--- src/rtl/mp3_song_player.sv ---
// Song player: walks the selected song's note table in an external synchronous ROM,
// times each note in beats and drives a tone generator with note code and enable.
module mp3_song_player #(
  parameter int SONG_W   = 2,
  parameter int LEN_W    = 6,
  parameter int NOTE_W   = 5,
  parameter int DUR_W    = 3,
  parameter int TICK_DIV = 25_000_000,
  parameter int GAP      = 100_000
) (
  input  logic                      clk,
  input  logic                      rst,
  input  logic [SONG_W-1:0]         select,
  input  logic                      play,
  output logic [SONG_W+LEN_W-1:0]   rom_addr,
  input  logic [DUR_W+NOTE_W:0]     rom_data,
  output logic [NOTE_W-1:0]         note,
  output logic                      note_valid,
  output logic [SONG_W-1:0]         song_idx,
  output logic [LEN_W-1:0]          note_idx
);

  localparam int CNT_W = (TICK_DIV > 1) ? $clog2(TICK_DIV) : 1;
  localparam int GAP_W = (GAP > 1) ? $clog2(GAP) : 1;

  typedef enum logic [2:0] {S_IDLE, S_FETCH, S_LATCH, S_PLAY, S_GAP} state_t;

  state_t              state_reg, state_next;
  logic [SONG_W-1:0]   song_reg, song_next;
  logic [LEN_W-1:0]    note_idx_reg, note_idx_next;
  logic [NOTE_W-1:0]   note_reg, note_next;
  logic [DUR_W:0]      beats_left_reg, beats_left_next;
  logic [CNT_W-1:0]    beat_cnt_reg, beat_cnt_next;
  logic [GAP_W-1:0]    gap_cnt_reg, gap_cnt_next;

  logic                rom_end;
  logic [DUR_W-1:0]    rom_dur;
  logic [NOTE_W-1:0]   rom_note;
  logic                song_change;

  assign {rom_end, rom_dur, rom_note} = rom_data;
  assign song_change = (state_reg != S_IDLE) && (select != song_reg);

  always_comb begin
    state_next      = state_reg;
    song_next       = song_reg;
    note_idx_next   = note_idx_reg;
    note_next       = note_reg;
    beats_left_next = beats_left_reg;
    beat_cnt_next   = beat_cnt_reg;
    gap_cnt_next    = gap_cnt_reg;

    case (state_reg)
      S_IDLE: begin
        if (play) begin
          state_next    = S_FETCH;
          song_next     = select;
          note_idx_next = '0;
        end
      end
      S_FETCH: state_next = S_LATCH;
      S_LATCH: begin
        if (!rom_end) begin
          note_next       = rom_note;
          beats_left_next = (DUR_W+1)'(rom_dur) + (DUR_W+1)'(1);
          beat_cnt_next   = '0;
          state_next      = S_PLAY;
        end else if (note_idx_reg != '0) begin
          note_idx_next = '0;
          state_next    = S_FETCH;
        end else begin
          state_next = S_IDLE;
        end
      end
      S_PLAY: begin
        // Pause simply holds every counter in place.
        if (play) begin
          if (beat_cnt_reg == CNT_W'(TICK_DIV - 1)) begin
            beat_cnt_next = '0;
            if (beats_left_reg <= (DUR_W+1)'(1)) begin
              beats_left_next = '0;
              gap_cnt_next    = '0;
              state_next      = S_GAP;
            end else begin
              beats_left_next = beats_left_reg - (DUR_W+1)'(1);
            end
          end else begin
            beat_cnt_next = beat_cnt_reg + CNT_W'(1);
          end
        end
      end
      S_GAP: begin
        if (play) begin
          if (gap_cnt_reg == GAP_W'(GAP - 1)) begin
            gap_cnt_next  = '0;
            note_idx_next = note_idx_reg + LEN_W'(1);
            state_next    = S_FETCH;
          end else begin
            gap_cnt_next = gap_cnt_reg + GAP_W'(1);
          end
        end
      end
      default: state_next = S_IDLE;
    endcase

    // A new selection overrides whatever else this cycle would have done.
    if (song_change) begin
      state_next      = S_FETCH;
      song_next       = select;
      note_idx_next   = '0;
      beat_cnt_next   = '0;
      beats_left_next = '0;
      gap_cnt_next    = '0;
    end
  end

  always_ff @(posedge clk or posedge rst) begin
    if (rst) begin
      state_reg      <= S_IDLE;
      song_reg       <= '0;
      note_idx_reg   <= '0;
      note_reg       <= '0;
      beats_left_reg <= '0;
      beat_cnt_reg   <= '0;
      gap_cnt_reg    <= '0;
    end else begin
      state_reg      <= state_next;
      song_reg       <= song_next;
      note_idx_reg   <= note_idx_next;
      note_reg       <= note_next;
      beats_left_reg <= beats_left_next;
      beat_cnt_reg   <= beat_cnt_next;
      gap_cnt_reg    <= gap_cnt_next;
    end
  end

  // Rests (note code 0) play for their full length but keep the tone off.
  assign note_valid = (state_reg == S_PLAY) && play && (note_reg != '0);
  assign note       = note_reg;
  assign song_idx   = song_reg;
  assign note_idx   = note_idx_reg;
  assign rom_addr   = {song_reg, note_idx_reg};

endmodule

--- config.mk ---
export PLATFORM = sky130hd
export DESIGN_NAME = mp3_song_player
export DESIGN_NICKNAME = d
export VERILOG_FILES = /design/src/rtl/mp3_song_player.sv
export SDC_FILE = /design/constraint.sdc
export NUM_CORES = 1
export LEC_CHECK = 0
export CAP_MARGIN = 20
export CORE_MARGIN = 2
export CORE_UTILIZATION = 37
export CTS_CLUSTER_SIZE = 25
export DETAILED_ROUTE_END_ITERATION = 8
export GPL_TIMING_DRIVEN = 0
export HOLD_SLACK_MARGIN = 0.1
export SLEW_MARGIN = 10
export SYNTH_ARGS = -nofsm -noshare
export SYNTH_HDL_FRONTEND = slang
export SYNTH_SLANG_ARGS = --single-unit
--- constraint.sdc ---
create_clock -name clk -period 2.51 [get_ports clk]
set_input_delay 0.502 -clock clk [delete_from_list [all_inputs] [get_ports clk]]
set_output_delay 0.502 -clock clk [all_outputs]
set_load 0.05 [all_outputs]
==> impl_metrics.json, run 1 <==
{
  "clkSlewWorstSetupHoldPaths_ns": 0.07,
  "fin_skew_ns": 0.0122,
  "cts_buffers": 9,
  "maxCapViolations": 0,
  "grt-ovfl-total": 0,
  "ant_nets": 0,
  "grt_pass1_vias": 3344,
  "syn_area_per_cell_um2": 9.06,
  "cp_top_family": "simple AND/OR/NAND/NOR gates",
  "stdcell_count": 614,
  "reg2reg_from": "beat_cnt_reg[9]",
  "hold_class": "reg2reg",
  "r2r-end": "gap_cnt_reg[6]",
  "layout-drive-gt1-share": 0.172,
  "crit_slowest_cell": "or4b_4",
  "ios": 36,
  "synthCells": 420,
  "grt_setup_unrepaired": "no",
  "cts.path.max_buffers": 2,
  "drc_errors": 0,
  "placed_area_mm2": 0.00436,
  "rows": 37,
  "synth-seq-cells": 62,
  "via_count": 3492,
  "setup_viol": 0,
  "cp_num_cells": 5,
  "syn_area_mm2": 0.00380,
  "worstPathRequired_ns": 2.74,
  "cts_sinks": 62,
  "h-tree-depth": 3,
  "drtPass1Iterations": 4,
  "grt_first_pass_wirelength_um": 16200,
  "synth-edff-count": 0,
  "p_per_area_mw_per_mm2": 790,
  "diodes": 0,
  "reg2reg_depth": 5,
  "crit_path_max_incr_delay_ns": 0.57,
  "synth-main-ff-cell": "dfrtp_1",
  "antenna_found_initial": 0,
  "async_flop_share": 1.00,
  "die_h_um": 105,
  "area_growth_pct": 26.5,
  "drt_iter0_markers": 139,
  "hold_buffers": 0,
  "synth.distinct_cells": 56,
  "fmax_mhz": 410,
  "timing.critical_path.to_type": "flip-flop",
  "leakagePower_nw": 1.87,
  "cts_tree": "built",
  "largest_register_ffs": 25,
  "wl_per_cell_um": 15.8,
  "start_kind": "flip-flop",
  "fillers": 931,
  "worstSetupPathType": "reg2reg",
  "endpoint": "gap_cnt_reg[6]",
  "die-area_mm2": 0.0111,
  "wl_um": 9680,
  "crit_chain": "or4b_4, nor4_4, a211oi_2, or3_1, a211o_1",
  "finalWeightedCongestion": 0.836,
  "critical_path_arrival_ns": 2.67,
  "grt_max_degree": 63,
  "grt_util_all_layers": 0.182,
  "hpwl_um": 6550,
  "port_buffers": 35,
  "peakVddDrop_v": 0.000322,
  "syn_nets": 441,
  "initial_core_util": 0.375,
  "finalHoldViolCount": 0,
  "ys_seq_area_frac": 0.408,
  "period_needed_ns": 2.44,
  "nets": 494,
  "fin_area_mm2": 0.00481,
  "rrSetupSlack_ns": 0.07,
  "worst_pin_slew_ns": 0.914,
  "worstPathMaxFanout": 5,
  "crit_start": "beat_cnt_reg[9]",
  "timing.final.crit_share": 0.972,
  "clock_latency_ns": 0.35,
  "slew_headroom": 0.385,
  "ctsRootBufferMaster": "clkbuf_8",
  "die-width_um": 105,
  "ys_warn_count": 0,
  "crit_buf_inv": 0,
  "avgViaCountPerCell": 5.69,
  "status": "complete, no violations",
  "core_area_mm2": 0.0101,
  "slew_viol_final": 0,
  "placed_cells": 592
}
cell usage in the layout, fill, tap and decap left out, types with 3 or more instances in the layout:
cell type | synthesis | final
a211o_1 | 4 | 4
a211oi_2 | 0 | 4
a21oi_1 | 30 | 27
a31oi_1 | 3 | 3
a32oi_1 | 3 | 3
and3_1 | 11 | 11
and4_1 | 4 | 4
buf_4 | 8 | 14
bufinv_16 | 0 | 3
clkbuf_1 | 17 | 7
clkbuf_2 | 0 | 11
clkbuf_8 | 0 | 11
clkdlybuf4s50_1 | 0 | 34
dfrtp_1 | 62 | 62
ha_1 | 7 | 7
inv_1 | 26 | 25
mux2_2 | 9 | 9
mux2i_1 | 5 | 5
nand2_1 | 26 | 25
nand2b_1 | 4 | 4
nand3_1 | 23 | 22
nand3b_1 | 3 | 3
nand4_1 | 13 | 13
nand4b_1 | 3 | 3
nor2_1 | 12 | 11
nor2b_1 | 3 | 3
nor3_1 | 13 | 10
nor4_1 | 7 | 6
o211ai_1 | 8 | 8
o21ai_0 | 24 | 24
o31ai_1 | 22 | 22
or2_2 | 4 | 4
or3_1 | 14 | 14
or4_1 | 18 | 18
per-layer routing:
layer / track usage / part of all wire
met3: 0.0254 / 0.027
met2: 0.297 / 0.49
met1: 0.240 / 0.47
met4: 0.0771 / 0.014
met5: 0 / 0
worst min path at each step:
stage | startpoint | end | slack, ns | cells past startpoint
2_1_floorplan | gap_cnt_reg[0] | gap_cnt_reg[0] | 0.48 | 1
3_3_place_gp | gap_cnt_reg[0] | gap_cnt_reg[0] | 0.50 | 1
3_5_place_dp | gap_cnt_reg[0] | gap_cnt_reg[0] | 0.50 | 1
4_1_cts | gap_cnt_reg[0] | gap_cnt_reg[0] | 0.51 | 1
5_1_grt | gap_cnt_reg[0] | gap_cnt_reg[0] | 0.55 | 1
6_report | gap_cnt_reg[0] | gap_cnt_reg[0] | 0.50 | 1
power breakdown:
group / switching [mW] / internal (mW) / total, mW / leakage, nW
clock: 0.419 / 0.716 / 1.14 / 0.124
combinational: 0.944 / 0.543 / 1.49 / 0.895
sequential: 0.0942 / 1.09 / 1.18 / 0.846
total: 1.46 / 2.35 / 3.80 / 1.87
final cells by class:
class,instances,area [µm²],area share
Clock inverter,3,90.1,0.0187
Timing Repair Buffer,42,424,0.0881
Inverter,26,100,0.0208
Tap cell,136,170,0.0354
Sequential cell,62,1550,0.322
Multi-Input combinational cell,307,2180,0.452
Buffer,25,141,0.0294
Clock buffer,13,159,0.0330
repair_timing:
action                                  CTS  global route
endpoints found under the setup margin   56            52
buffers inserted                          2             4
gates resized for setup                  23            20
cloned                                    0             0
pin swaps                                 2             5
through the flow:
step	hold slack (ns)	power [mW]	setup TNS [ns]	util	worst slack (ns)
final	0.503	3.80	0	0.475	0.0709
after global routing	0.552	4.01	0	0.475	0.00275
after CTS	0.511	3.74	0	0.464	0.00799
after detailed placement	0.501	2.52	-49.84	0.430	-1.11
after global placement	0.497	2.51	-98.33	0.427	-1.10
after floorplan	0.479	2.11	0	-	0.0539
logic make-up after synthesis:
kind of cell | count (synthesis) | synth area share
AO/OA/AOI/OAI | 113 | 0.196
XOR/XNOR | 3 | 0.00691
adder cells (fa/ha/maj) | 7 | 0.0230
buffers and inverters | 51 | 0.0582
flip-flops | 62 | 0.408
multiplexers | 15 | 0.0437
AND/OR/NAND/NOR | 169 | 0.265
Yosys cell counts (2+ instances only):
cell       n  area (µm²)
a211o_1    4        35.0
a211oi_1   4        30.0
a21boi_0   2        15.0
a21oi_1   30         150
a31oi_1    3        18.8
a32oi_1    3        26.3
and3_1    11        68.8
and4_1     4        35.0
buf_4      8        60.1
clkbuf_1  17        63.8
dfrtp_1   62        1550
ha_1       7        87.6
inv_1     26        97.6
mux2_2     9         101
mux2i_1    5        50.1
nand2_1   26        97.6
nand2b_1   4        25.0
nand3_1   23         115
nand3b_1   3        22.5
nand4_1   13        81.3
nand4b_1   3        26.3
nor2_1    12        45.0
nor2b_1    3        18.8
nor3_1    13        65.1
nor4_1     7        43.8
o211ai_1   8        60.1
o21ai_0   24         120
o22ai_1    2        12.5
o31ai_1   22         165
or2_2      4        25.0
or3_1     14        87.6
or4_1     18         135
or4bb_1    2        22.5
xnor2_1    2        17.5
Note: power is estimated with default switching activity, not from simulation.
==> inputs of run 2 (changes only) <==
CORE_ASPECT_RATIO = 1.75   (was default)
GPL_TIMING_DRIVEN = default   (was 0)
RECOVER_POWER = 50   (was default)
==> run 2 against run 1 <==
Against the previous run:
- the run now ends with max-capacitance violations, max-slew violations left
- global-route usage grew 1.2 points
- via count rose by 2.9%
- sequential power barely moved
- clock skew shrank 0.0047 ns
- routed wire length rose by 0.81%
- final cell count up 3.3%
- count of clock-buffer cells in the layout down 4
- setup slack improved by 0.032 ns
- clock power is 24% higher
- critical endpoint is now state_reg[1]
- largest cell class unchanged
==> impl_metrics.json, run 2 (synthesis gave the netlist of run 1 again) <==
{
  "layout-drive-gt1-share": 0.199,
  "p_comb_frac": 0.369,
  "cts_sinks": 62,
  "slew_headroom": -0.0625,
  "cts_buffers": 9,
  "setup_viol": 0,
  "p_sw_frac": 0.350,
  "initial_core_util": 0.376,
  "die_h_um": 138,
  "finalWorstSetupSlack_ns": 0.103,
  "critical_path_arrival_ns": 2.63,
  "antenna_found_initial": 0,
  "drt_iter0_markers": 149,
  "p_sw_mw": 1.45,
  "grt_max_degree": 63,
  "min-delay-start": "gap_cnt_reg[0]",
  "nets": 523,
  "r2r-end": "state_reg[1]",
  "area_growth_pct": 31.9,
  "h-tree-depth": 3,
  "rows": 49,
  "reg2reg_depth": 6,
  "status": "finished, violations left",
  "multi_input_area_mm2": 0.00206,
  "maxCapViolations": 1,
  "cts_tree": "built",
  "whs_ns": 0.515,
  "grt_util_all_layers": 0.193,
  "violations": "max-capacitance violations, max-slew violations",
  "finalHoldViolCount": 0,
  "period_needed_ns": 2.41,
  "rrSetupSlack_ns": 0.10,
  "worstPathRequired_ns": 2.73,
  "cts.path.max_buffers": 2,
  "final_common_cell": "dfrtp_1",
  "fin_skew_ns": 0.00744,
  "peakVddDrop_v": 0.000447,
  "core_area_mm2": 0.0101,
  "leakagePower_nw": 2.04,
  "grt_pass1_vias": 3665,
  "slew_viol_final": 63,
  "drtPass1Iterations": 4,
  "port_buffers": 35,
  "hold_class": "reg2reg",
  "fillers": 969,
  "crit_start": "gap_cnt_reg[11]",
  "timing.final.crit_share": 0.959,
  "die-area_mm2": 0.0111,
  "worstSetupPathType": "reg2reg",
  "hpwl_um": 7260,
  "avgViaCountPerCell": 5.67,
  "die-width_um": 80.7,
  "timing.critical_path.to_type": "flip-flop",
  "place_ws_ns": -0.131,
  "p_per_area_mw_per_mm2": 828,
  "via_count": 3593,
  "diodes": 0,
  "worst_pin_slew_ns": 1.59,
  "grt_first_pass_wirelength_um": 17000,
  "clock_latency_ns": 0.33,
  "grt-ovfl-total": 0,
  "worst_hold_path.endpoint": "gap_cnt_reg[0]",
  "drc_errors": 0,
  "final_cell_mix": "62 x dfrtp_1, 55 x buf_4, 31 x clkdlybuf4s50_1",
  "largest_register_ffs": 25,
  "ctsRootBufferMaster": "clkbuf_16",
  "grt_setup_unrepaired": "no",
  "wl_um": 9760,
  "total_power_mw": 4.15,
  "fmax_mhz": 416,
  "ios": 36,
  "clkSlewWorstSetupHoldPaths_ns": 0.06,
  "power_frac_seq": 0.291,
  "ff_latch_area_mm2": 0.00155,
  "intPower_mw": 2.70,
  "p_clk_frac": 0.340,
  "start_kind": "flip-flop",
  "min_path_cells": 1,
  "finalWeightedCongestion": 0.868,
  "wl_per_cell_um": 15.4,
  "worstPathMaxFanout": 3,
  "ant_nets": 0,
  "reg2reg_from": "gap_cnt_reg[11]"
}
-- run 2: changes by cell type in the layout (fill, tap and decap cells not counted), sizes merged --
cell / before / now
clkinvlp: 0 / 1
clkinv: 0 / 4
clkdlybuf4s50: 34 / 31
clkdlybuf4s15: 1 / 0
buf: 15 / 57
inv: 26 / 25
clkbuf: 30 / 14
dlygate4sd3: 0 / 3
-- run 2: layout make-up --
class	count	share of cell area
clock buffer	9	0.0449
timing repair buffer	96	0.163
tap	127	0.0317
inverter	26	0.0194
clock inverter	7	0.0224
multi-input combinational	307	0.410
sequential	62	0.309
-- run 2: worst max-delay path by stage --
stage | endpoint | cells past startpoint
floorplan | note_idx[0] | 5
global placement | gap_cnt_reg[11] | 6
detailed placement | gap_cnt_reg[11] | 6
CTS | state_reg[1] | 6
global route | beat_cnt_reg[6] | 8
finish | state_reg[1] | 6
-- run 2: critical path: stages (launching register included) --
cell and delay, ns:
dfrtp_1 0.38, or4_1 0.57, nor3_2 0.23, a21oi_1 0.17, or4_4 0.54, buf_4 0.16
a22o_2 0.24
-- run 2: power groups by stage --
stage / clock network, mW / logic, mW / registers [mW]
CTS: 1.44 / 1.55 / 1.21
floorplan: 0 / 0.776 / 1.34
global route: 1.49 / 1.66 / 1.23
global placement: 0 / 1.51 / 1.23
detailed placement: 0 / 1.54 / 1.23
finish: 1.41 / 1.53 / 1.21
-- run 2: routing by layer --
metal,vias to the layer above,global-route usage,wire length [µm]
met3,16,0.0405,308
li1,1768,-,-
met1,1755,0.212,3710
met4,0,0.0812,164
met2,54,0.349,5580
met5,-,0,0
-- run 2: through the flow --
stage,area [µm²],setup TNS (ns),std cells,util
floorplan,3810,0,420,-
global placement,4680,-1.88,616,0.462
detailed placement,4680,-2.92,616,0.462
CTS,5030,0,634,0.498
global route,5020,0,634,0.496
finish,5020,0,634,0.496
-- run 2: timing repair --
item,CTS,global route
setup buffers,2,0
resized for setup,1,2
hold buffers,0,0
pin swaps,4,0
endpoints found under the setup margin,4,3
==> inputs of run 3 (changes only) <==
SLEW_MARGIN = 0   (was 10)
==> results of run 3 <==
The final DEF is identical to that of run 2; final timing and power are the same.
